**config.mk**
```make
export PLATFORM = sky130hd
export DESIGN_NAME = byte_transmitter_mux
export DESIGN_NICKNAME = d
export VERILOG_FILES = /design/src/rtl/byte_transmitter_mux.sv
export SDC_FILE = /design/constraint.sdc
export NUM_CORES = 1
export LEC_CHECK = 0
export ABC_AREA = 1
export CORE_MARGIN = 2
export CORE_UTILIZATION = 35
export DETAILED_ROUTE_END_ITERATION = 10
export GPL_ROUTABILITY_DRIVEN = 1
export PLACE_DENSITY = 0.68
export SYNTH_ARGS = -nofsm -noshare
export SYNTH_HDL_FRONTEND = slang
export SYNTH_SLANG_ARGS = --single-unit
```
**constraint.sdc**
```tcl
create_clock -name clk -period 1.6 [get_ports clk]
set_input_delay 0.32 -clock clk [delete_from_list [all_inputs] [get_ports clk]]
set_output_delay 0.32 -clock clk [all_outputs]
set_load 0.02 [all_outputs]
```
**src/rtl/byte_transmitter_mux.sv**
```systemverilog
// TDO serializer with 2:1 output select for the JTAG TAP.
// Define BYTE_TX_MSB_FIRST_EN to transmit the word MSB first.
module byte_transmitter_mux #(
  parameter int WIDTH = 32
) (
  input  logic             clk,
  input  logic             reset,
  input  logic             enable,
  input  logic [WIDTH-1:0] in,
  input  logic             tap_in,
  input  logic             select,
  output logic             tx_out,
  output logic             done
  ,output logic            tdo
);

  localparam int CW = $clog2(WIDTH) + 1;
  localparam logic [CW-1:0] LAST = CW'(WIDTH - 1);
  localparam logic [CW-1:0] ONE = CW'(1);

  logic [CW-1:0]    cnt;
  logic [WIDTH-1:0] sr;

  logic [CW-1:0]    cnt_d;
  logic [WIDTH-1:0] sr_d;
  logic             tx_d;
  logic             done_d;

  always_comb begin
    cnt_d  = cnt;
    sr_d   = sr;
    tx_d   = tx_out;
    done_d = done;
    if (enable) begin
      if (done) begin
        // counter frozen; line idles low until reset
        tx_d = 1'b0;
      end else if (cnt == '0) begin
`ifdef BYTE_TX_MSB_FIRST_EN
        tx_d = in[WIDTH-1];
        sr_d = in << 1;
`else
        tx_d = in[0];
        sr_d = in >> 1;
`endif
        cnt_d = ONE;
      end else begin
`ifdef BYTE_TX_MSB_FIRST_EN
        tx_d = sr[WIDTH-1];
        sr_d = sr << 1;
`else
        tx_d = sr[0];
        sr_d = sr >> 1;
`endif
        cnt_d  = cnt + ONE;
        done_d = (cnt == LAST);
      end
    end
  end

  always_ff @(posedge clk) begin
    if (reset) begin
      cnt    <= '0;
      sr     <= '0;
      tx_out <= 1'b0;
      done   <= 1'b0;
    end else begin
      cnt    <= cnt_d;
      sr     <= sr_d;
      tx_out <= tx_d;
      done   <= done_d;
    end
  end

  assign tdo = select ? tap_in : tx_out;

endmodule

```
* After elaboration in Yosys (flattened, before gate mapping)
Index checks and enable logic that the tools add are counted.
Cells by class: add/sub/neg operators 1, multipliers 0, divide/modulo/power cells 0, order comparisons 0, equality and inequality tests 1, shift operators 0, multiplexer cells 7, bitwise gates (word level) 1, reductions and logical operators 2
Operators by type and width (number):
- 2-to-1 mux 31 bit | 1
- adder 6 x 1 -> 6 bit (second input constant) | 1
- == test 6 x 5 -> 1 bit (second input constant) | 1
- zero test 6 bit | 1
- 2-to-1 mux 6 bit | 1
- 2-to-1 mux 1 bit | 5
- AND reduction 2 bit | 1
- NOT 1 bit | 1
Storage, ports and cells: flip-flop bits (word level) 40, bits in latches 0, memory bits (writable) 0, ROM bits 0, bits of input ports 37, output and inout port bits 3, word-level logic and storage cells 16, memories kept 0

* Depth between registers and ports, before layout
depth in word-level cells 3, mapped depth 11, gate-level depth less buffers 10

* Worst setup path before layout
Ideal clock, no wire load.
path kind register to register, start reg cnt[0], end reg sr[10], library setup time 0.109 ns, arrival 1.161 ns, data required time 1.491 ns, path slack 0.330 ns, stages on the path, launching flop included 11, buffers on the path 1, period minus slack after synthesis 1.270 ns, cell sequence dfxtp_1 > inv_1 > ha_1 > inv_1 > nor2_2 > nand3_4 > buf_2 > nand2_1 > nand3_1 > nand2_1 > inv_1
On the way: cells in the longest elaborated chain, start to end 2
Ends and longest elaborated chain:
- start: declaration | line 21 | logic [CW-1:0] cnt;
- start signal: assignment | line 68 | cnt <= cnt_d;
- zero test 6 bit | line 38 | end else if (cnt == '0) begin
- 2-to-1 mux 31 bit | line 38
- end signal: assignment | line 69 | sr <= sr_d;
- end: declaration | line 22 | logic [WIDTH-1:0] sr;
No other way between the ends. A chain may end at the register's enable or synchronous reset.

* Worst setup path in the final report
start in select, end out tdo
On the way: cells in the longest elaborated chain, start to end 1
Ends and longest elaborated chain:
- start: declaration | line 11 | input logic select,
- 2-to-1 mux 1 bit | line 75 | assign tdo = select ? tap_in : tx_out;
- end: declaration | line 14 | ,output logic tdo
No other way between the ends.

==> summary.md <==
| Metric | Value |
|---|---|
| Slew margin rel. | 84.9% |
| Post-Layout Cell Count | 430 |
| Clk_lat worst skew | around 0.29 ns |
| Outcome | complete, no violations |
| # placed instances | ~420 |
| Initial antenna violation count | 0 |
| Ports | 40 |
| Fillcell total | around 580 |
| GRT Util Overall | 13.6% |
| Final hold vios | 0 |
| Vias in the first global route | about 1600 |
| Power per cell area | approximately 860 nW/um2 |
| Mapped Cells | between 300 and 400 |
| Crit path launch type | input pin |
| Pre-antenna DRT Iters | 6 |
| Max Fclk | between 600 and 700 MHz |
| Max stage delay on crit path | between 0.4 and 0.5 ns |
| Fin nets | just under 400 |
| Starting Density | between 30 and 40% |
| Drc violations | 0 |
| Largest net degree at the start of global routing | between 40 and 50 |
| Yosys warns | 0 |
| Core area | 5510 um2 |
| CTS tree | yes |
| CP required | 1.28 ns |
| Pleak | about 1.3 nW |
| Synth cell types | 21 |
| CP Capture Type | output port |
| Average cell area after synthesis | around 6.3 um2 |
| Net Sw Power | 0.628 mW |
| Clk buf depth | 2 |
| Hold slack | roughly 0.47 ns |
| Mapped cell area | about 2000 um2 |
| Fin. max-slew vios | 0 |
| Area grow syn2layout | 28.6% |
| Net Sw Frac | ~28% |
| CTS Hold Bufs | 0 |
| Worst path cell trace | clkdlybuf4s50_1 > mux2_2 > buf_6 |
| Critical path class | in2out |
| Die Y | about 80 um |
| Slowest cell on the critical path | clkdlybuf4s50_1 |
| Row Count | 27 |
| CP max FO | 1 |
| Die W | between 70 and 80 um |
| # H-tree levels | 2 |
| Critical path arrival | about 1.3 ns |
| Clock Skews | around 0.0043 ns |
| Worst-Margin Slew | 0.226 ns |
| RSZ-0062 raised after global routing | no |
| Final ANT Viol Nets | 0 |
| Post-synthesis sequential area ratio | between 30% and 40% |
| Clock-pin slew of the registers on the worst-case setup and hold paths | 0.07 ns |
| Routed len/inst | 9.41 um |
| DP HPWL | about 2.7 mm |
| Crit share post-route | 98.0% |
| Antenna fix cells | 0 |
| IR Drop Worst-Case VDD | around 390 uV |
| Total congestion overflow | 0 |
| Iter 0 DRT Violations | 73 |
| Vias after detailed routing | approximately 1900 |
| Routed vias/inst | ~4.3 |
| # resized after CTS | 5 |
| Sequential Power Share | between 40% and 50% |
| Max Cap Violations | 0 |
| GP Congestion | ~0.74 |
| Clock sink count | 39 |
| CTS buffer count | 5 |
| Clock power share | 28.7% |
| Period minus WS final | 1.57 ns |
| IO Port Bufs | 39 |
| Flops & latches, synth | 39 |
| Logic gate share of total power | between 20% and 30% |
| Net Count, Synth | roughly 360 |
| Final setup fails | 0 |
| Postcts setup bufs | 0 |
| Layout cells sized above 1 | under 10% |
| First-pass GRT wire length | ~6.8 mm |
| Clk root buf | clkbuf_8 |
| Int Power | 1.59 mW |
| Total Wirelength | ~4.0 mm |
| Full die area | about 6300 um2 |
| Worst hold path class | reg2reg |
-- registers in the layout, indices dropped and copies added (netlist names) --
name,flops
done,1
cnt,6
tx_out,1
sr,31
-- cell type report --
type / count / area, um2 / area share, %
multi-input combinational: 221 / 960 / 37.4
sequential: 39 / 782 / 30.4
timing repair buffer: 48 / 495 / 19.3
inverter: 42 / 160 / 6.23
tap: 72 / 90.1 / 3.51
clock buffer: 7 / 76.3 / 2.97
clock inverter: 1 / 5.00 / 0.195
-- layer usage --
metal  vias to the layer above  routed length (um)  track usage (%)
met5                         -                   0                0
met4                         0                  86             7.24
met3                         6                 196             2.94
met2                        36                1710             21.2
met1                       782                2050             17.4
li1                       1034                   -                -
-- synthesized netlist by cell type (all sizes together) --
cell | instances | area [um2]
nand2 | 100 | 375
nor2 | 67 | 256
inv | 42 | 158
dfxtp | 39 | 781
nand3 | 36 | 193
buf | 15 | 104
a21oi | 5 | 25.0
o21ai | 4 | 20.0
clkbuf | 2 | 7.51
ha | 2 | 25.0
nand4 | 2 | 12.5
xnor2 | 2 | 17.5
a31oi | 1 | 6.26
mux2 | 1 | 11.3
nor3 | 1 | 5.00
-- power by group through the flow --
| stage | logic [mW] | registers, mW | clock network (mW) |
|---|---|---|---|
| after floorplan | 0.332 | 1.10 | 0 |
| after global placement | 0.497 | 1.10 | 0 |
| after detailed placement | 0.501 | 1.10 | 0 |
| after CTS | 0.504 | 1.08 | 0.657 |
| after global routing | 0.575 | 1.09 | 0.703 |
| final | 0.502 | 1.08 | 0.636 |
-- layout by cell type, fill, tap and decap left out, drive strengths merged --
master         count
nand2            100
nor2              67
inv               42
dfxtp             39
clkdlybuf4s50     37
nand3             36
buf               10
clkbuf             7
a21oi              5
o21ai              4
xnor2              2
nand4              2
ha                 2
mux2               1
a31oi              1
nor3               1
clkinv             1
dlygate4sd2        1
-- critical path: cells and delay by family --
family | cells | cell delay, ns
buffers and inverters | 2 | 0.59
multiplexers | 1 | 0.33
-- per-stage QoR --
step / util, % / TNS, ns / power (mW) / setup WS [ns] / cell area [um2]
after global placement: 45.0 / -0.359 / 1.60 / -0.353 / 2480
after global routing: 46.6 / 0 / 2.37 / 0.000606 / 2570
after detailed placement: 45.0 / -0.510 / 1.60 / -0.367 / 2480
after CTS: 46.4 / 0 / 2.24 / 0.0148 / 2550
after floorplan: - / 0 / 1.43 / 0.330 / 2000
final: 46.6 / 0 / 2.22 / 0.0326 / 2570
-- worst paths after layout --
check                       from                  end  slack [ns]  cells past startpoint
max reg2reg  cnt[0]$_SDFFE_PP0P_  sr[14]$_SDFFE_PP0P_        0.20                     11
max                       select                  tdo        0.03                      3
min reg2reg  sr[30]$_SDFFE_PP0P_  sr[30]$_SDFFE_PP0P_        0.47                      2
min          sr[30]$_SDFFE_PP0P_  sr[30]$_SDFFE_PP0P_        0.47                      2
-- cells by family (layout without fill, tap and decap cells) --
group           Yosys count  in the layout  synth area share (%)
simple gates            206            206                  42.2
buf+inv                  59             98                  13.5
flops                    39             39                  39.1
mux                       1              1                 0.564
fa+ha+maj                 2              2                  1.25
xor+xnor                  2              2                 0.877
compound gates           10             10                  2.57
Power figures use the tool's default switching activity.
